==> config.mk <==
export PLATFORM = sky130hd
export DESIGN_NAME = lsq_multi_forward_flat
export DESIGN_NICKNAME = d
export VERILOG_FILES = /design/src/rtl/lsq_multi_forward_if.sv /design/src/rtl/lsq_multi_forward.sv /design/src/flat_wrapper.sv
export SDC_FILE = /design/constraint.sdc
export NUM_CORES = 1
export LEC_CHECK = 0
export BUFFER_PORTS_ARGS = -buffer_cell sky130_fd_sc_hd__buf_2
export CAP_MARGIN = 20
export CORE_UTILIZATION = 45
export CTS_BUF_LIST = sky130_fd_sc_hd__clkbuf_16
export CTS_CLUSTER_SIZE = 24
export DETAILED_ROUTE_END_ITERATION = 16
export GPL_ROUTABILITY_DRIVEN = 0
export HOLD_SLACK_MARGIN = 0.05
export PLACE_DENSITY = 0.71
export REMOVE_ABC_BUFFERS = 1
export SYNTH_ARGS = -nofsm -noshare
export SYNTH_HDL_FRONTEND = slang
export SYNTH_SLANG_ARGS = --single-unit
==> constraint.sdc <==
create_clock -name clk -period 11.5 [get_ports clk]
set_clock_uncertainty 0.2 [all_clocks]
set_input_delay 2.3 -clock clk [delete_from_list [all_inputs] [get_ports clk]]
set_output_delay 2.3 -clock clk [all_outputs]
set_load 0.02 [all_outputs]
==> src/rtl/lsq_multi_forward_if.sv <==
// lsq_multi_forward_if: issue, writeback and memory-side signal bundle for lsq_multi_forward
interface lsq_multi_forward_if #(parameter int ID_W = 3);
  logic            flush;
  logic            issue_valid;
  logic            issue_ready;
  logic [ID_W-1:0] issue_id;
  logic [31:0]     issue_addr;
  logic            issue_load;
  logic            issue_store;
  logic [3:0]      issue_be;
  logic [2:0]      issue_fn3;
  logic [31:0]     issue_data;
  logic            issue_fwd;
  logic [ID_W-1:0] issue_data_id;
  logic            wb_valid;
  logic [ID_W-1:0] wb_id;
  logic [31:0]     wb_data;
  logic            out_valid;
  logic            out_ready;
  logic [ID_W-1:0] out_id;
  logic [31:0]     out_addr;
  logic            out_load;
  logic            out_store;
  logic [3:0]      out_be;
  logic [2:0]      out_fn3;
  logic [31:0]     out_data;
  modport master (
    output flush, issue_valid, issue_id, issue_addr, issue_load, issue_store, issue_be,
           issue_fn3, issue_data, issue_fwd, issue_data_id, wb_valid, wb_id, wb_data, out_ready,
    input  issue_ready, out_valid, out_id, out_addr, out_load, out_store, out_be, out_fn3, out_data
  );
  modport slave (
    input  flush, issue_valid, issue_id, issue_addr, issue_load, issue_store, issue_be,
           issue_fn3, issue_data, issue_fwd, issue_data_id, wb_valid, wb_id, wb_data, out_ready,
    output issue_ready, out_valid, out_id, out_addr, out_load, out_store, out_be, out_fn3, out_data
  );
endinterface

==> src/rtl/lsq_multi_forward.sv <==
// lsq_multi_forward: in-order load/store queue with multiple forwarded-store data slots.
// Define LSQ_MISALIGN_CHECK_EN to build the misalign_err check.
module lsq_multi_forward #(
  parameter int DEPTH = 8,
  parameter int ID_W = 3,
  parameter int FWD_SLOTS = 2,
  localparam int PW = $clog2(DEPTH),
  localparam int CW = $clog2(DEPTH + 1),
  localparam int SW = FWD_SLOTS > 1 ? $clog2(FWD_SLOTS) : 1
) (
  input  logic               clk,
  input  logic               rst,
  lsq_multi_forward_if.slave lsq,
  output logic [CW-1:0]      count,
  output logic               empty,
  output logic               misalign_err
);
  typedef struct packed {
    logic [ID_W-1:0] id;
    logic [31:0]     addr;
    logic            load;
    logic            store;
    logic [3:0]      be;
    logic [2:0]      fn3;
    logic [31:0]     data;
    logic            fwd;
  } entry_t;
  typedef enum logic [1:0] {FREE, WAITING, READY} slot_st_e;
  entry_t          mem_q [DEPTH];
  entry_t          mem_d [DEPTH];
  logic [PW-1:0]   head_q, head_d, tail_q, tail_d;
  logic [CW-1:0]   count_q, count_d;
  slot_st_e        st_q [FWD_SLOTS];
  slot_st_e        st_d [FWD_SLOTS];
  logic [ID_W-1:0] sid_q [FWD_SLOTS];
  logic [ID_W-1:0] sid_d [FWD_SLOTS];
  logic [31:0]     sdata_q [FWD_SLOTS];
  logic [31:0]     sdata_d [FWD_SLOTS];
  logic [PW-1:0]   sidx_q [FWD_SLOTS];
  logic [PW-1:0]   sidx_d [FWD_SLOTS];
  entry_t          head;
  logic            free_any, head_rdy, push, pop;
  logic [SW-1:0]   free_sel;
  logic [31:0]     head_fdata, src;
  logic [1:0]      a;
  always_comb begin
    free_any = 1'b0;
    free_sel = '0;
    head_rdy = 1'b0;
    head_fdata = '0;
    for (int s = FWD_SLOTS - 1; s >= 0; s--) begin
      if (st_q[s] == FREE) begin
        free_any = 1'b1;
        free_sel = SW'(s);
      end
      if (st_q[s] == READY && sidx_q[s] == head_q) begin
        head_rdy = 1'b1;
        head_fdata = sdata_q[s];
      end
    end
  end
  assign head            = mem_q[head_q];
  assign count           = count_q;
  assign empty           = count_q == '0;
  assign lsq.issue_ready = count_q < CW'(DEPTH) && (!lsq.issue_fwd || free_any);
  assign lsq.out_valid   = !empty && (!head.fwd || head_rdy);
  assign push            = lsq.issue_valid & lsq.issue_ready;
  assign pop             = lsq.out_valid & lsq.out_ready;
  assign lsq.out_id      = head.id;
  assign lsq.out_addr    = head.addr;
  assign lsq.out_load    = head.load;
  assign lsq.out_store   = head.store;
  assign lsq.out_be      = head.be;
  assign lsq.out_fn3     = head.fn3;
  assign src             = head.fwd ? head_fdata : head.data;
  assign a               = head.addr[1:0];
  // Replicate the low byte/halfword into the lanes selected by the address offset
  assign lsq.out_data = {a == 2'b10 ? src[15:8] : a == 2'b11 ? src[7:0] : src[31:24],
                         a == 2'b10 ? src[7:0] : src[23:16],
                         a == 2'b01 ? src[7:0] : src[15:8],
                         src[7:0]};
`ifdef LSQ_MISALIGN_CHECK_EN
  assign misalign_err = lsq.out_valid & ((head.fn3[1:0] == 2'b01 & head.addr[0]) |
                                         (head.fn3[1:0] == 2'b10 & |head.addr[1:0]));
`else
  assign misalign_err = 1'b0;
`endif
  always_comb begin
    mem_d = mem_q;
    head_d = pop ? head_q + PW'(1) : head_q;
    tail_d = push ? tail_q + PW'(1) : tail_q;
    count_d = count_q + CW'(push) - CW'(pop);
    st_d = st_q;
    sid_d = sid_q;
    sdata_d = sdata_q;
    sidx_d = sidx_q;
    if (push)
      mem_d[tail_q] = '{id: lsq.issue_id, addr: lsq.issue_addr, load: lsq.issue_load,
                        store: lsq.issue_store, be: lsq.issue_be, fn3: lsq.issue_fn3,
                        data: lsq.issue_data, fwd: lsq.issue_fwd};
    for (int s = 0; s < FWD_SLOTS; s++) begin
      if (st_q[s] == WAITING && lsq.wb_valid && lsq.wb_id == sid_q[s]) begin
        st_d[s] = READY;
        sdata_d[s] = lsq.wb_data;
      end
      if (pop && st_q[s] != FREE && sidx_q[s] == head_q) st_d[s] = FREE;
    end
    // A same-cycle matching writeback lets a new forwarded store skip WAITING
    if (push && lsq.issue_fwd) begin
      st_d[free_sel] = lsq.wb_valid && lsq.wb_id == lsq.issue_data_id ? READY : WAITING;
      sid_d[free_sel] = lsq.issue_data_id;
      sdata_d[free_sel] = lsq.wb_data;
      sidx_d[free_sel] = tail_q;
    end
    if (lsq.flush) begin
      head_d = '0;
      tail_d = '0;
      count_d = '0;
      for (int s = 0; s < FWD_SLOTS; s++) st_d[s] = FREE;
    end
  end
  always_ff @(posedge clk) begin
    if (rst) begin
      head_q <= '0;
      tail_q <= '0;
      count_q <= '0;
      for (int s = 0; s < FWD_SLOTS; s++) st_q[s] <= FREE;
    end else begin
      head_q <= head_d;
      tail_q <= tail_d;
      count_q <= count_d;
      st_q <= st_d;
    end
    mem_q <= mem_d;
    sid_q <= sid_d;
    sdata_q <= sdata_d;
    sidx_q <= sidx_d;
  end
endmodule

==> src/flat_wrapper.sv <==
// flat-port wrapper written by rule: the top's interface ports become plain ports
module lsq_multi_forward_flat 
#(
  parameter int DEPTH = 8,
  parameter int ID_W = 3,
  parameter int FWD_SLOTS = 2,
  localparam int PW = $clog2(DEPTH),
  localparam int CW = $clog2(DEPTH + 1),
  localparam int SW = FWD_SLOTS > 1 ? $clog2(FWD_SLOTS) : 1
)
  (clk, rst, count, empty, misalign_err, lsq_flush, lsq_issue_valid, lsq_issue_id, lsq_issue_addr, lsq_issue_load, lsq_issue_store, lsq_issue_be, lsq_issue_fn3, lsq_issue_data, lsq_issue_fwd, lsq_issue_data_id, lsq_wb_valid, lsq_wb_id, lsq_wb_data, lsq_out_ready, lsq_issue_ready, lsq_out_valid, lsq_out_id, lsq_out_addr, lsq_out_load, lsq_out_store, lsq_out_be, lsq_out_fn3, lsq_out_data);
  lsq_multi_forward_if #(.ID_W(ID_W)) lsq_i ();
  input  logic clk;
  input  logic rst;
  output logic [CW-1:0] count;
  output logic empty;
  output logic misalign_err;
  input wire logic [$bits(lsq_i.flush)-1:0] lsq_flush;
  input wire logic [$bits(lsq_i.issue_valid)-1:0] lsq_issue_valid;
  input wire logic [$bits(lsq_i.issue_id)-1:0] lsq_issue_id;
  input wire logic [$bits(lsq_i.issue_addr)-1:0] lsq_issue_addr;
  input wire logic [$bits(lsq_i.issue_load)-1:0] lsq_issue_load;
  input wire logic [$bits(lsq_i.issue_store)-1:0] lsq_issue_store;
  input wire logic [$bits(lsq_i.issue_be)-1:0] lsq_issue_be;
  input wire logic [$bits(lsq_i.issue_fn3)-1:0] lsq_issue_fn3;
  input wire logic [$bits(lsq_i.issue_data)-1:0] lsq_issue_data;
  input wire logic [$bits(lsq_i.issue_fwd)-1:0] lsq_issue_fwd;
  input wire logic [$bits(lsq_i.issue_data_id)-1:0] lsq_issue_data_id;
  input wire logic [$bits(lsq_i.wb_valid)-1:0] lsq_wb_valid;
  input wire logic [$bits(lsq_i.wb_id)-1:0] lsq_wb_id;
  input wire logic [$bits(lsq_i.wb_data)-1:0] lsq_wb_data;
  input wire logic [$bits(lsq_i.out_ready)-1:0] lsq_out_ready;
  output wire logic [$bits(lsq_i.issue_ready)-1:0] lsq_issue_ready;
  output wire logic [$bits(lsq_i.out_valid)-1:0] lsq_out_valid;
  output wire logic [$bits(lsq_i.out_id)-1:0] lsq_out_id;
  output wire logic [$bits(lsq_i.out_addr)-1:0] lsq_out_addr;
  output wire logic [$bits(lsq_i.out_load)-1:0] lsq_out_load;
  output wire logic [$bits(lsq_i.out_store)-1:0] lsq_out_store;
  output wire logic [$bits(lsq_i.out_be)-1:0] lsq_out_be;
  output wire logic [$bits(lsq_i.out_fn3)-1:0] lsq_out_fn3;
  output wire logic [$bits(lsq_i.out_data)-1:0] lsq_out_data;
  assign lsq_i.flush = lsq_flush;
  assign lsq_i.issue_valid = lsq_issue_valid;
  assign lsq_i.issue_id = lsq_issue_id;
  assign lsq_i.issue_addr = lsq_issue_addr;
  assign lsq_i.issue_load = lsq_issue_load;
  assign lsq_i.issue_store = lsq_issue_store;
  assign lsq_i.issue_be = lsq_issue_be;
  assign lsq_i.issue_fn3 = lsq_issue_fn3;
  assign lsq_i.issue_data = lsq_issue_data;
  assign lsq_i.issue_fwd = lsq_issue_fwd;
  assign lsq_i.issue_data_id = lsq_issue_data_id;
  assign lsq_i.wb_valid = lsq_wb_valid;
  assign lsq_i.wb_id = lsq_wb_id;
  assign lsq_i.wb_data = lsq_wb_data;
  assign lsq_i.out_ready = lsq_out_ready;
  assign lsq_issue_ready = lsq_i.issue_ready;
  assign lsq_out_valid = lsq_i.out_valid;
  assign lsq_out_id = lsq_i.out_id;
  assign lsq_out_addr = lsq_i.out_addr;
  assign lsq_out_load = lsq_i.out_load;
  assign lsq_out_store = lsq_i.out_store;
  assign lsq_out_be = lsq_i.out_be;
  assign lsq_out_fn3 = lsq_i.out_fn3;
  assign lsq_out_data = lsq_i.out_data;
  lsq_multi_forward #(.DEPTH(DEPTH), .ID_W(ID_W), .FWD_SLOTS(FWD_SLOTS)) u_core (.clk(clk), .rst(rst), .lsq(lsq_i), .count(count), .empty(empty), .misalign_err(misalign_err));
endmodule
Word level (Yosys, flattened, before mapping)
Index checks and enable logic that the tools add are counted.
{ "classes": {"n_addsub": 4, "n_lt_le_gt_ge": 6, "eq_ne": 12, "n_mux": 37, "bitwise_logic": 5, "reduce_logical": 27} }
{ "ops": {"columns": ["op", "n"], "rows": [
  ["616-bit bitwise mux", 1],
  ["77-bit binary-select mux with 3-bit select", 1],
  ["77-bit demux with 3-bit select", 1],
  ["77-bit two-way mux", 3],
  ["32-bit two-way mux", 6],
  ["64-bit bitwise mux", 1],
  ["64-bit two-way mux", 1],
  ["32-bit demux with 1-bit select", 1],
  ["8-bit two-way mux", 4],
  ["1-bit logical AND", 16],
  ["3-bit equality test", 5],
  ["6-bit bitwise mux", 2],
  ["2-bit two-way mux", 6],
  ["2-bit equality test (second input constant)", 4],
  ["4-bit >= comparator (second input constant)", 2],
  ["3-bit NOT with 4-bit output", 2],
  ["3-bit by 1-bit adder with 3-bit output (second input constant)", 2],
  ["2-bit by 1-bit equality test with 1-bit output (second input constant)", 3],
  ["1-bit two-way mux", 5],
  ["4-bit by 1-bit adder with 4-bit output", 1],
  ["4-bit bitwise mux", 1],
  ["2-bit zero test", 2],
  ["4-bit zero test", 1],
  ["4-bit by 1-bit < comparator with 1-bit output (second input constant)", 1],
  ["14 further kinds", 19]
]} }
{ "totals": {"reg_bits": 706, "inputBits": 121, "output_inout_bits": 84, "wordCells": 166} }

Logic depth before layout (Yosys ltp)
Gate-level depths: netlist of run 1.
{ "logic_depth": {"word_depth": 13, "ltp_mapped": 13, "ltp_nobuf": 11} }

Worst setup path after synthesis of run 1
No wires, ideal clock.
{ "synth_path": {"path_kind": "input-to-reg", "start": "input lsq_issue_valid", "end": "register u_core.mem_q[539] (netlist name), enable pin", "arrival_ns": 8.341, "t_required_ns": 10.693, "setup_slack_ns": 2.352, "cell_stages": 4, "cell_sequence": "inv_1 -> a311oi_1 -> nand2b_1 -> nor3_1"} }
{ "synth_via": {"elab_chain_cells": 1} }
{ "synth_lines": {"columns": ["element", "line_no", "text"], "rows": [
  ["start: declaration", "flat_wrapper.sv:19", "input wire logic [$bits(lsq_i.issue_valid)-1:0] lsq_issue_valid;"],
  ["1-bit AND", "lsq_multi_forward.sv:67", "assign push = lsq.issue_valid & lsq.issue_ready;"],
  ["net u_core.push", "lsq_multi_forward.sv:42", "logic free_any, head_rdy, push, pop;"],
  ["end signal: assignment", "lsq_multi_forward.sv:134", "mem_q <= mem_d;"],
  ["end: declaration", "lsq_multi_forward.sv:29", "entry_t mem_q [DEPTH];"]
]} }
The timed path passes the listed nets, and every way through them passes these cells.
A chain may end at the register's enable or synchronous reset.

Final worst setup path of run 1
{ "layout_path": {"start": "register u_core.head_q[0]", "end": "output lsq_out_data[19]"} }
{ "layout_via": {"elab_chain_cells": 6} }
{ "layout_lines": {"columns": ["element", "line_no", "text"], "rows": [
  ["start: declaration", "lsq_multi_forward.sv:31", "logic [PW-1:0] head_q, head_d, tail_q, tail_d;"],
  ["start signal: assignment", "lsq_multi_forward.sv:124", "head_q <= '0;"],
  ["start signal: assignment", "lsq_multi_forward.sv:129", "head_q <= head_d;"],
  ["3-bit NOT with 4-bit output (implied by the code) or 3-bit equality test (tied branches)", "lsq_multi_forward.sv:62, lsq_multi_forward.sv:56", null],
  ["77-bit binary-select mux with 3-bit select or 1-bit logical AND (tied branches)", "lsq_multi_forward.sv:62, lsq_multi_forward.sv:56", null],
  ["77-bit two-way mux (implied by the code) or 32-bit two-way mux (tied branches) (2 in a row)", "lsq_multi_forward.sv:62, lsq_multi_forward.sv:56", null],
  ["2-bit equality test or 32-bit two-way mux (tied branches)", "lsq_multi_forward.sv:79, lsq_multi_forward.sv:75", null],
  ["8-bit two-way mux (*)", "lsq_multi_forward.sv:79", "a == 2'b10 ? src[7:0] : src[23:16],"],
  ["end: declaration", "flat_wrapper.sv:41", "output wire logic [$bits(lsq_i.out_data)-1:0] lsq_out_data;"]
]} }
Mark *: on every way between the ends. The rest lies on a longest branch, timed or not. The select of a mux whose other input is x is not followed.

==> results by group, run 1 <==
Outcome
  – Status: complete, no violations

Power
  – Net Sw Power: 1.272 mW
  – Reg power frac: 0.522
  – P_leak: 10.51 nW
  – Logic gate share of total power: 0.084
  – Cell-internal power: 4.402 mW
  – Sw Share: 0.2242
  – PwrDens: 178.5 mW/mm^2
  – Clock share of power: 0.394
  – VDD IR max: 0.0001398 V

Floorplanning
  – Core ar.: 0.06047 sq mm
  – Die width: 249.4 um
  – Ports: 205
  – Die area: 0.06222 sq mm
  – Row count: 90
  – Die Y: 249.4 um
  – Initial Util: 0.4556

Drt
  – Initial DRC Count: 944
  – Final wirelength: 60.08 mm
  – Wirelength per Cell: 24.97 um
  – Drt first pass iters: 5
  – Vias per cell: 5.709
  – Antenna Nets Post-Route: 0
  – Drt drc: 0
  – Via count: 13740

Critical path
  – CP max-delay cell: buf_4
  – Max incr delay on CP: 890 ps
  – Arr. time, crit path: 4880 ps
  – Crit path buffers/inverters: 4
  – Worst Setup Path Type: register to output pin
  – Cells along the critical path: buf_4, buf_4, mux4_2, mux2i_1, nand2_1, o31ai_1, inv_1, o2bb2ai_1, buf_2
  – Critical path capture point type: output pin
  – Worst-path maximum fanout: 49
  – CP most frequent cell: buf_4
  – Crit start category: register
  – Delay-heaviest family, CP: buffers and inverters
  – Data required time at the worst endpoint: 9000 ps

Global routing
  – Antenna violations before repair: 13
  – Total gr overflow: 0
  – Number of global-route vias before repair: 14280
  – Gr usage total: 0.1949
  – Gr busiest metal: met2
  – GRT met2 Usage: 0.3135
  – First-pass GRT wire length: 90.29 mm
  – Largest net degree at the start of global routing: 73
  – Met3 usage: 0.05069
  – Routing usage on met1: 0.2666

STA
  – Final worst path period share: 0.6422
  – Final hold viol count: 0
  – Min Clock Period, post-route: 7385 ps
  – Max Fclk: 0.1354 GHz
  – Tightest Pin Transition: 1075 ps
  – RSZ-0062 raised after global routing: false
  – Max-slew violations: 0
  – Setup violations, final: 0
  – Max transition margin: 0.2831
  – Setup TNS: 0 ps

Final layout
  – Share of cells above drive strength 1: 0.3814
  – Finished Layout Cells: 2406
  – Area Growth Syn to Fin: 15.40%
  – Final #Nets: 1696

Synth
  – Mapped cell area: 0.02755 sq mm
  – Ys Warns: 0
  – Post-Synthesis Cells: 1335
  – Asr flop ratio synth: 0
  – Synth top area share: 0.6845
  – Top FF cell, synth: edfxtp_1
  – Post-synthesis sequential area ratio: 0.7411
  – Synth area leaders: edfxtp_1 68%, mux4_2 12%, dfxtp_1 5.7%
  – Post-synth EDFFs: 628
  – Seq cells post-synth: 706
  – Post-synth top area cell: edfxtp_1
  – Netlist cell types: 57
  – Avg Synthesized Cell Area: 20.64 sq um

Clock tree
  – Clk_lat worst skew: 610 ps
  – CTS clk-pin slew, worst paths: 60 ps
  – Clk sinks: 706
  – Post-CTS resize count: 0
  – Root Buffer: clkbuf_16
  – CTS Buffer Depth: 3
  – CTS tree: done
  – Depth of the CTS H-tree: 3
  – Cts hold-fix bufs: 0
  – Post-CTS setup repair buffer count: 0
  – Number of buffers created by CTS: 73

Run
  – Max Cap Viol: 0

Place
  – Dpl hpwl: 34.76 mm
  – Placed cells: 2272
  – Port bufs: 203

Min path
  – Hold crit path type: register to register
-- final cells by class --
cell class | instances | area [sq um]
fillers | 4666 | 28680
multi-input cells | 534 | 6785
diodes | 1 | 2.502
well taps | 782 | 978.4
repair buffers | 230 | 1242
clock buffers | 74 | 1852
clock inverters | 57 | 419.2
flip-flops and latches | 706 | 20430
inverters | 22 | 82.58
-- synthesized netlist by cell type (2+ instances only) --
cell	count
buf_4	3
nor2_1	19
inv_1	22
xnor2_1	7
a221o_1	2
a31o_2	6
nand2b_1	6
o2bb2ai_1	8
and2_1	9
and3_1	9
ha_1	7
or2_2	3
o22ai_1	2
a211oi_1	10
xor2_1	11
nor2b_1	10
o21ai_0	2
o32ai_1	2
buf_2	27
mux4_2	149
mux4_1	5
a31oi_1	6
a21o_1	9
mux2i_1	31
buf_6	2
nor3_1	5
o31ai_1	5
mux2_2	110
o221ai_1	6
buf_1	7
clkbuf_1	33
dfxtp_1	78
o41ai_1	6
a21oi_1	11
nand2_1	30
a221oi_1	16
nand3_1	14
edfxtp_1	628
-- per-layer routing --
layer  share of wire  routed length, um
met5          0.0024                142
met3           0.066               3936
met1            0.43              25890
met4           0.018               1101
met2            0.48              29010
-- worst paths after layout --
path / depth (start not counted) / slack [ps] / to / start
worst max-delay path: 9 / 4120 / lsq_out_data[19] / u_core.head_q[0]
worst min-delay path: 1 / 280 / u_core.sdata_q[36] / u_core.sdata_q[36]
worst max register to register: 11 / 6510 / u_core.count[2] / u_core.head_q[0]
worst min register to register: 1 / 280 / u_core.sdata_q[36] / u_core.sdata_q[36]
-- power groups by stage --
stage | Sequential, mW | Combinational (mW) | Clock (mW)
detailed placement | 3.01 | 0.481 | 0
global route | 2.97 | 0.513 | 2.38
finish | 2.96 | 0.479 | 2.23
global placement | 3.00 | 0.467 | 0
CTS | 2.96 | 0.483 | 2.28
floorplan | 3.02 | 0.303 | 0
-- sequential cells by signal, summed over array words and instances, names as in the netlist --
signal / flops
u_core.sidx_q: 6
u_core.sdata_q: 64
u_core.count: 4
u_core.st_q: 4
u_core.sid_q: 6
u_core.tail_q: 3
u_core.head_q: 3
u_core.mem_q: 616
-- layout by cell type, fill, tap and decap left out, drive strengths merged, types with 7 or more instances in the layout --
| master | n |
|---|---|
| mux4 | 154 |
| a21o | 9 |
| and2 | 9 |
| dfxtp | 78 |
| xor2 | 12 |
| clkinv | 31 |
| inv | 43 |
| nand3 | 14 |
| a221oi | 16 |
| clkbuf | 74 |
| a21oi | 11 |
| and3 | 9 |
| nor2b | 10 |
| xnor2 | 7 |
| mux2i | 32 |
| ha | 7 |
| nand2 | 30 |
| edfxtp | 628 |
| nor2 | 20 |
| o2bb2ai | 8 |
| a31o | 7 |
| mux2 | 110 |
| a211oi | 10 |
| buf | 230 |
-- per-stage QoR --
stage | hold slack [ps] | power, mW | setup WS [ps] | utilization | area, sq um
3_5_place_dp | 259.0 | 3.493 | 4497 | 0.4875 | 29480
6_report | 277.8 | 5.674 | 4115 | 0.5258 | 31790
4_1_cts | 273.6 | 5.726 | 3844 | 0.5251 | 31750
2_1_floorplan | 247.9 | 3.319 | -657.6 | - | 27210
3_3_place_gp | 253.8 | 3.472 | 4561 | 0.4875 | 29480
5_1_grt | 281.1 | 5.865 | 3617 | 0.5257 | 31790
-- kinds of logic after synthesis --
| kind of cell | after synthesis | synth area share |
|---|---|---|
| flip-flops | 706 | 0.7411 |
| multiplexers | 296 | 0.1833 |
| AND/OR/NAND/NOR | 115 | 0.02221 |
| AO/OA/AOI/OAI | 95 | 0.02748 |
| buffers and inverters | 95 | 0.01553 |
| XOR/XNOR | 19 | 0.006313 |
| adder cells (fa/ha/maj) | 8 | 0.003905 |
| other | 1 | 0.0001361 |
Power figures use the tool's default switching activity.
==> run 2, diff against run 1 <==
==> constraint.sdc (replaced) <==
create_clock -name clk -period 7.1 [get_ports clk]
set_clock_uncertainty 0.2 [all_clocks]
set_input_delay 1.42 -clock clk [delete_from_list [all_inputs] [get_ports clk]]
set_output_delay 1.42 -clock clk [all_outputs]
set_load 0.02 [all_outputs]
==> results by group, run 2 (synthesis results as in run 1) <==
Power
  – VDD IR max: 0.0002174 V (was 0.0001398 V)
  – P_leak: 10.51 nW (about the same)
  – PwrDens: 286.6 mW/mm^2 (was 178.5 mW/mm^2)
  – Total power: 9.127 mW (was 5.674 mW)

Drt
  – Antenna Nets Post-Route: 0 (unchanged)
  – Initial DRC Count: 1015 (was 944)
  – Wirelength per Cell: 24.77 um (was 24.97 um)
  – Drt drc: 0 (unchanged)
  – Via count: 13900 (was 13740)
  – Vias per cell: 5.773 (was 5.709)
  – Final wirelength: 59.64 mm (was 60.08 mm)
  – Drt first pass iters: 5 (unchanged)

Final layout
  – Most common cell after layout, fill and taps aside: edfxtp_1 (unchanged)
  – Max FFs per register: 616 (unchanged)
  – Largest reg by FF count: u_core.mem_q (unchanged)
  – Share of cells above drive strength 1: 0.3834 (was 0.3814)
  – Fillers: 4715 (was 4666)
  – Area Growth Syn to Fin: 15.60% (was 15.40%)
  – Largest regs: u_core.mem_q (616), u_core.sdata_q (64) (unchanged)
  – Most frequent cells in the layout: 628 x edfxtp_1, 203 x buf_2, 149 x mux4_2 (unchanged)
  – Final #Nets: 1696 (unchanged)

STA
  – Final hold viol count: 0 (unchanged)
  – RSZ-0062 raised after global routing: false (unchanged)
  – Setup TNS: 0 ps (unchanged)
  – Setup violations, final: 0 (unchanged)
  – Max-slew violations: 0 (unchanged)
  – Max transition margin: 0.2697 (was 0.2831)
  – Max Fclk: 0.1717 GHz
  – Final worst path period share: 0.8202
  – Min Clock Period, post-route: 5823 ps
  – Worst hold margin: 270.7 ps (was 277.8 ps)
  – Tightest Pin Transition: 1093 ps (was 1075 ps)

Floorplanning
  – Die Y: 249.4 um (unchanged)
  – Core ar.: 0.06047 sq mm (unchanged)
  – Die width: 249.4 um (unchanged)
  – Ports: 205 (unchanged)
  – Die area: 0.06222 sq mm (unchanged)
  – Initial Util: 0.4556 (unchanged)
  – Row count: 90 (unchanged)

Clock tree
  – Number of buffers created by CTS: 73 (unchanged)
  – Clk_lat worst skew: 600 ps (was 610 ps)
  – Depth of the CTS H-tree: 3 (unchanged)
  – Post-CTS setup repair buffer count: 0 (unchanged)
  – Cts hold-fix bufs: 0 (unchanged)
  – Root Buffer: clkbuf_16 (unchanged)
  – CTS tree: done (unchanged)
  – CTS clk-pin slew, worst paths: 60 ps (about the same)
  – Post-CTS resize count: 0 (unchanged)
  – CTS Buffer Depth: 3 (unchanged)
  – Clk sinks: 706 (unchanged)

Global routing
  – Largest net degree at the start of global routing: 78 (was 73)
  – Gr usage total: 0.1927 (was 0.1949)
  – Number of global-route vias before repair: 14450 (was 14280)
  – Total gr overflow: 0 (unchanged)
  – First-pass GRT wire length: 89.24 mm (was 90.29 mm)
  – Antenna violations before repair: 20 (was 13)

Critical path
  – Critical path capture point type: output pin (unchanged)
  – RR Endpoint: u_core.count[2] (unchanged)
  – Worst reg2reg path startpoint: u_core.head_q[1] (was u_core.head_q[0])
  – Worst-case reg-to-reg path depth: 10 (was 11)
  – FF-to-FF setup slack: 2580 ps (was 6510 ps)
  – Worst Setup Path Type: register to output pin (unchanged)
  – Data required time at the worst endpoint: 5480 ps (was 9000 ps)
  – Crit start category: register (unchanged)
  – Worst-path maximum fanout: 49 (unchanged)
  – Arr. time, crit path: 4200 ps (was 4880 ps)

Min path
  – Hold crit path type: register to register (unchanged)
  – Hold endpoint: u_core.sdata_q[34] (was u_core.sdata_q[36])
  – Hold Path Stages: 1 (unchanged)
  – Hold_sp: u_core.sdata_q[34] (was u_core.sdata_q[36])

Place
  – Dpl hpwl: 34.35 mm (was 34.76 mm)
  – Port bufs: 203 (unchanged)

Run
  – Max Cap Viol: 0 (unchanged)

Outcome
  – Status: complete, no violations (unchanged)
==> run 2: critical path, cell delays in order, from the launching register on <==
cell and delay (ps):
dfxtp_4 870, xor2_1 400, or4_1 1060, and3_1 370
o31ai_1 370, inv_1 190, o2bb2ai_1 170, buf_2 170
==> run 2: final cells by class <==
cell class | instances | area [sq um] | share of cell area
inverter | 22 | 82.58 | 0.002593
antenna | 1 | 2.502 | 0.00007857
multi-input combinational | 534 | 6785 | 0.2130
tap | 782 | 978.4 | 0.03072
timing repair buffer | 230 | 1339 | 0.04203
clock inverter | 59 | 380.4 | 0.01194
clock buffer | 74 | 1852 | 0.05814
sequential | 706 | 20430 | 0.6415
==> run 2: per-stage QoR <==
step	setup WS [ps]	instances	util	area, sq um
floorplan	-4178	1262	-	27210
global placement	1940	2272	0.4890	29570
detailed placement	1911	2272	0.4890	29570
CTS	1262	2405	0.5259	31800
global route	1046	2407	0.5267	31850
finish	1277	2408	0.5267	31850
==> run 2: power by group <==
part	switching, mW	leakage [nW]	total, mW	internal (mW)
Clock	1.54	1.16	3.55	2.01
Combinational	0.439	2.99	0.774	0.335
Sequential	0.0833	6.36	4.80	4.72
Total	2.06	10.5	9.13	7.06
==> run 2: worst max-delay path by stage <==
stage                     start          endpoint  slack, ps  cells after the start
2_1_floorplan  u_core.head_q[0]  lsq_out_data[25]      -4180                      5
3_3_place_gp   u_core.head_q[0]  lsq_out_data[26]       1940                      8
3_5_place_dp   u_core.head_q[1]  lsq_out_data[19]       1910                      7
4_1_cts        u_core.head_q[1]  lsq_out_data[19]       1260                      7
5_1_grt        u_core.head_q[1]  lsq_out_data[19]       1050                      7
6_report       u_core.head_q[1]  lsq_out_data[19]       1280                      7
==> run 2: metal layers <==
layer	share of wire	wire length, um	global-route usage	up-vias
li1	-	-	-	5984
met1	0.41	24600	0.2515	7261
met2	0.49	29200	0.3163	481
met3	0.073	4356	0.05496	143
met4	0.021	1271	0.05397	32
met5	0.0035	209	0	-
==> run 3, diff against run 2 <==
--- a/config.mk
+++ b/config.mk
@@ -5,6 +5,7 @@
 export SDC_FILE = /design/constraint.sdc
 export NUM_CORES = 1
 export LEC_CHECK = 0
+export ABC_AREA = 1
 export BUFFER_PORTS_ARGS = -buffer_cell sky130_fd_sc_hd__buf_2
 export CAP_MARGIN = 20
 export CORE_UTILIZATION = 45
@@ -13,7 +14,7 @@
 export DETAILED_ROUTE_END_ITERATION = 16
 export GPL_ROUTABILITY_DRIVEN = 0
 export HOLD_SLACK_MARGIN = 0.05
-export PLACE_DENSITY = 0.71
+export PLACE_DENSITY = 0.73
 export REMOVE_ABC_BUFFERS = 1
 export SYNTH_ARGS = -nofsm -noshare
 export SYNTH_HDL_FRONTEND = slang
==> constraint.sdc (replaced) <==
create_clock -name clk -period 4.95 [get_ports clk]
set_clock_uncertainty 0.2 [all_clocks]
set_input_delay 0.99 -clock clk [delete_from_list [all_inputs] [get_ports clk]]
set_output_delay 0.99 -clock clk [all_outputs]
set_load 0.02 [all_outputs]
==> results by group, run 3 <==
Final layout
  – Largest reg by FF count: u_core.mem_q (unchanged)
  – Most frequent cells in the layout: 628 x edfxtp_1, 480 x nor2_1, 340 x o21ai_0 (was 628 x edfxtp_1, 203 x buf_2, 149 x mux4_2)
  – Largest regs: u_core.mem_q (616), u_core.sdata_q (64) (unchanged)
  – Max FFs per register: 616 (unchanged)
  – Final #Nets: 2742 (was 1696)
  – Post-layout instance area: 0.03250 sq mm (was 0.03185 sq mm)
  – Most common cell after layout, fill and taps aside: edfxtp_1 (unchanged)
  – Fillers: 5256 (was 4715)
  – Area Growth Syn to Fin: 14.03% (was 15.60%)
  – Share of cells above drive strength 1: 0.1389 (was 0.3834)
  – Core Util, Final: 0.5229 (was 0.5267)
  – Finished Layout Cells: 3510 (was 2408)

STA
  – Tightest Pin Transition: 902.0 ps (was 1093 ps)
  – Max Fclk: 0.2182 GHz
  – Worst hold margin: 276.7 ps (was 270.7 ps)
  – Max transition margin: 0.3965 (was 0.2697)
  – RSZ-0062 raised after global routing: false (unchanged)
  – Final hold viol count: 0 (unchanged)
  – Max-slew violations: 0 (unchanged)
  – Setup violations, final: 0 (unchanged)
  – Final worst path period share: 0.9257
  – Min Clock Period, post-route: 4582 ps

Place
  – Placed cells: 3375 (was 2272)
  – Port bufs: 203 (unchanged)
  – Dpl hpwl: 40.59 mm (was 34.35 mm)
  – Area of placed instances: 0.03026 sq mm (was 0.02957 sq mm)

Power
  – VDD IR max: 0.0003108 V (was 0.0002174 V)
  – Total power: 13.08 mW (was 9.127 mW)
  – PwrDens: 402.5 mW/mm^2 (was 286.6 mW/mm^2)
  – P_leak: 11.85 nW (was 10.51 nW)

Clock tree
  – Clk_lat worst skew: 600 ps (about the same)
  – Root Buffer: clkbuf_16 (unchanged)
  – Depth of the CTS H-tree: 3 (unchanged)
  – Post-CTS setup repair buffer count: 0 (unchanged)
  – CTS clk-pin slew, worst paths: 60 ps (about the same)
  – CTS Buffer Depth: 3 (unchanged)
  – Cts hold-fix bufs: 0 (unchanged)
  – Clk sinks: 706 (unchanged)
  – CTS tree: done (unchanged)
  – Number of buffers created by CTS: 73 (unchanged)
  – Post-CTS resize count: 0 (unchanged)

Synth
  – Synth cell count leaders: 628 x edfxtp_1, 488 x nor2_1, 340 x o21ai_0 (was 628 x edfxtp_1, 149 x mux4_2, 110 x mux2_2)
  – Post-synthesis sequential area ratio: 0.7164 (was 0.7411)
  – Mapped cell area: 0.02850 sq mm (was 0.02755 sq mm)
  – Top-count cell post-synth: edfxtp_1 (unchanged)
  – Post-synth EDFFs: 628 (unchanged)
  – Post-Synthesis Cells: 2456 (was 1335)
  – Asr flop ratio synth: 0 (unchanged)
  – Top FF cell, synth: edfxtp_1 (unchanged)
  – Netlist cell types: 41 (was 57)
  – Synth area leaders: edfxtp_1 66%, nor2_1 6.4%, o21ai_0 6.0% (was edfxtp_1 68%, mux4_2 12%, dfxtp_1 5.7%)
  – Post-synth top area cell: edfxtp_1 (unchanged)
  – Ys Warns: 0 (unchanged)
  – Seq cells post-synth: 706 (unchanged)
  – Synth top area share: 0.6616 (was 0.6845)
  – Avg Synthesized Cell Area: 11.61 sq um (was 20.64 sq um)

Global routing
  – Largest net degree at the start of global routing: 138 (was 78)
  – Met3 usage: 0.05634 (was 0.05496)
  – GRT met2 Usage: 0.3532 (was 0.3163)
  – Routing usage on met1: 0.2840 (was 0.2515)
  – Gr busiest metal: met2 (unchanged)
  – Gr usage total: 0.2187 (was 0.1927)
  – Antenna violations before repair: 19 (was 20)
  – First-pass GRT wire length: 106.5 mm (was 89.24 mm)
  – Number of global-route vias before repair: 18640 (was 14450)
  – Total gr overflow: 0 (unchanged)

Floorplanning
  – Die Y: 253.7 um (was 249.4 um)
  – Row count: 91 (was 90)
  – Core ar.: 0.06217 sq mm (was 0.06047 sq mm)
  – Initial Util: 0.4585 (was 0.4556)
  – Die area: 0.06435 sq mm (was 0.06222 sq mm)
  – Die width: 253.7 um (was 249.4 um)
  – Ports: 205 (unchanged)

Outcome
  – Status: complete, no violations (unchanged)

Critical path
  – Worst-path maximum fanout: 39 (was 49)
  – Delay-heaviest family, CP: buffers and inverters (was simple AND/OR/NAND/NOR gates)
  – Critical path capture point type: output pin (unchanged)
  – Worst Setup Path Type: register to output pin (unchanged)
  – Data required time at the worst endpoint: 3760 ps (was 5480 ps)
  – Cells along the critical path: buf_4, xnor2_1, nand4_2, buf_4, o21ai_0, nand2_1, nand2_1, nor2_1, nor2_1, buf_2 (was xor2_1, or4_1, and3_1, o31ai_1, inv_1, o2bb2ai_1, buf_2)
  – Crit start category: register (unchanged)
  – Max incr delay on CP: 630 ps (was 1060 ps)
  – Arr. time, crit path: 3390 ps (was 4200 ps)
  – CP max-delay cell: dfxtp_2 (was or4_1)
  – Crit path buffers/inverters: 3 (was 2)

Drt
  – Initial DRC Count: 1884 (was 1015)
  – Drt first pass iters: 6 (was 5)
  – Via count: 19550 (was 13900)
  – Antenna Nets Post-Route: 0 (unchanged)
  – Wirelength per Cell: 20.34 um (was 24.77 um)
  – Drt drc: 0 (unchanged)
  – Final wirelength: 71.39 mm (was 59.64 mm)
  – Vias per cell: 5.571 (was 5.773)

Run
  – Max Cap Viol: 0 (unchanged)

Min path
  – Hold crit path type: register to register (unchanged)
## run 3: changes by cell type after synthesis, moves of 26 or more
| cell | previous run | this run |
|---|---|---|
| nand2_1 | 30 | 339 |
| o21ai_0 | 2 | 340 |
| nand3_1 | 14 | 96 |
| buf_2 | 27 | 53 |
| mux4_2 | 149 | 0 |
| o22ai_1 | 2 | 104 |
| mux2_2 | 110 | 0 |
| clkbuf_1 | 33 | 65 |
| mux2i_1 | 31 | 0 |
| a31oi_1 | 6 | 43 |
| nor2_1 | 19 | 488 |
| inv_1 | 22 | 75 |
## run 3: layout make-up
| class | instances | area, sq um | share of cell area |
|---|---|---|---|
| clock buffers | 76 | 1902 | 0.05851 |
| diodes | 9 | 22.52 | 0.0006929 |
| inverters | 83 | 324.1 | 0.009970 |
| repair buffers | 235 | 1394 | 0.04288 |
| flip-flops and latches | 706 | 20430 | 0.6285 |
| multi-input cells | 1514 | 7064 | 0.2173 |
| clock inverters | 50 | 322.8 | 0.009931 |
| well taps | 837 | 1047 | 0.03222 |
## run 3: cell families (layout without fill, tap and decap cells)
kind of cell	count (synthesis)	after routing	synth area share
AO/OA/AOI/OAI	539	539	0.1031
XOR/XNOR	19	19	0.006760
adder cells (fa/ha/maj)	8	8	0.003775
buffers and inverters	236	444	0.03792
flip-flops	706	706	0.7164
other	1	10	0.0001316
AND/OR/NAND/NOR	947	947	0.1319
## run 3: power by group
group / internal (mW) / leakage (nW) / switching, mW
Combinational: 0.327 / 4.33 / 0.781
Clock: 2.93 / 1.16 / 2.19
Sequential: 6.77 / 6.36 / 0.0920
Total: 10.0 / 11.8 / 3.06
## run 3: worst min-delay path: cells and delay by family (launching register included)
kind | cells | cell delay (ps)
flip-flops | 1 | 310
AND/OR/NAND/NOR | 2 | 120
## run 3: final timing paths
path	start	end	slack, ps	cells past startpoint
setup / recovery	u_core.head_q[2]	lsq_out_data[27]	370	10
hold / removal	u_core.sdata_q[5]	u_core.sdata_q[5]	280	2
setup reg to reg	u_core.head_q[2]	u_core.count[2]	1430	13
hold reg to reg	u_core.sdata_q[5]	u_core.sdata_q[5]	280	2
## run 3: stage by stage
step	TNS, ps	setup WS (ps)
floorplan	-1060720	-7905
global placement	0	1092
detailed placement	0	1041
CTS	0	394.0
global route	0	179.3
finish	0	367.7
## run 3: metal layers
metal,vias to the layer above,wire length [um]
li1,9019,-
met1,9426,28800
met2,915,33650
met3,179,6581
met4,14,2268
met5,-,86
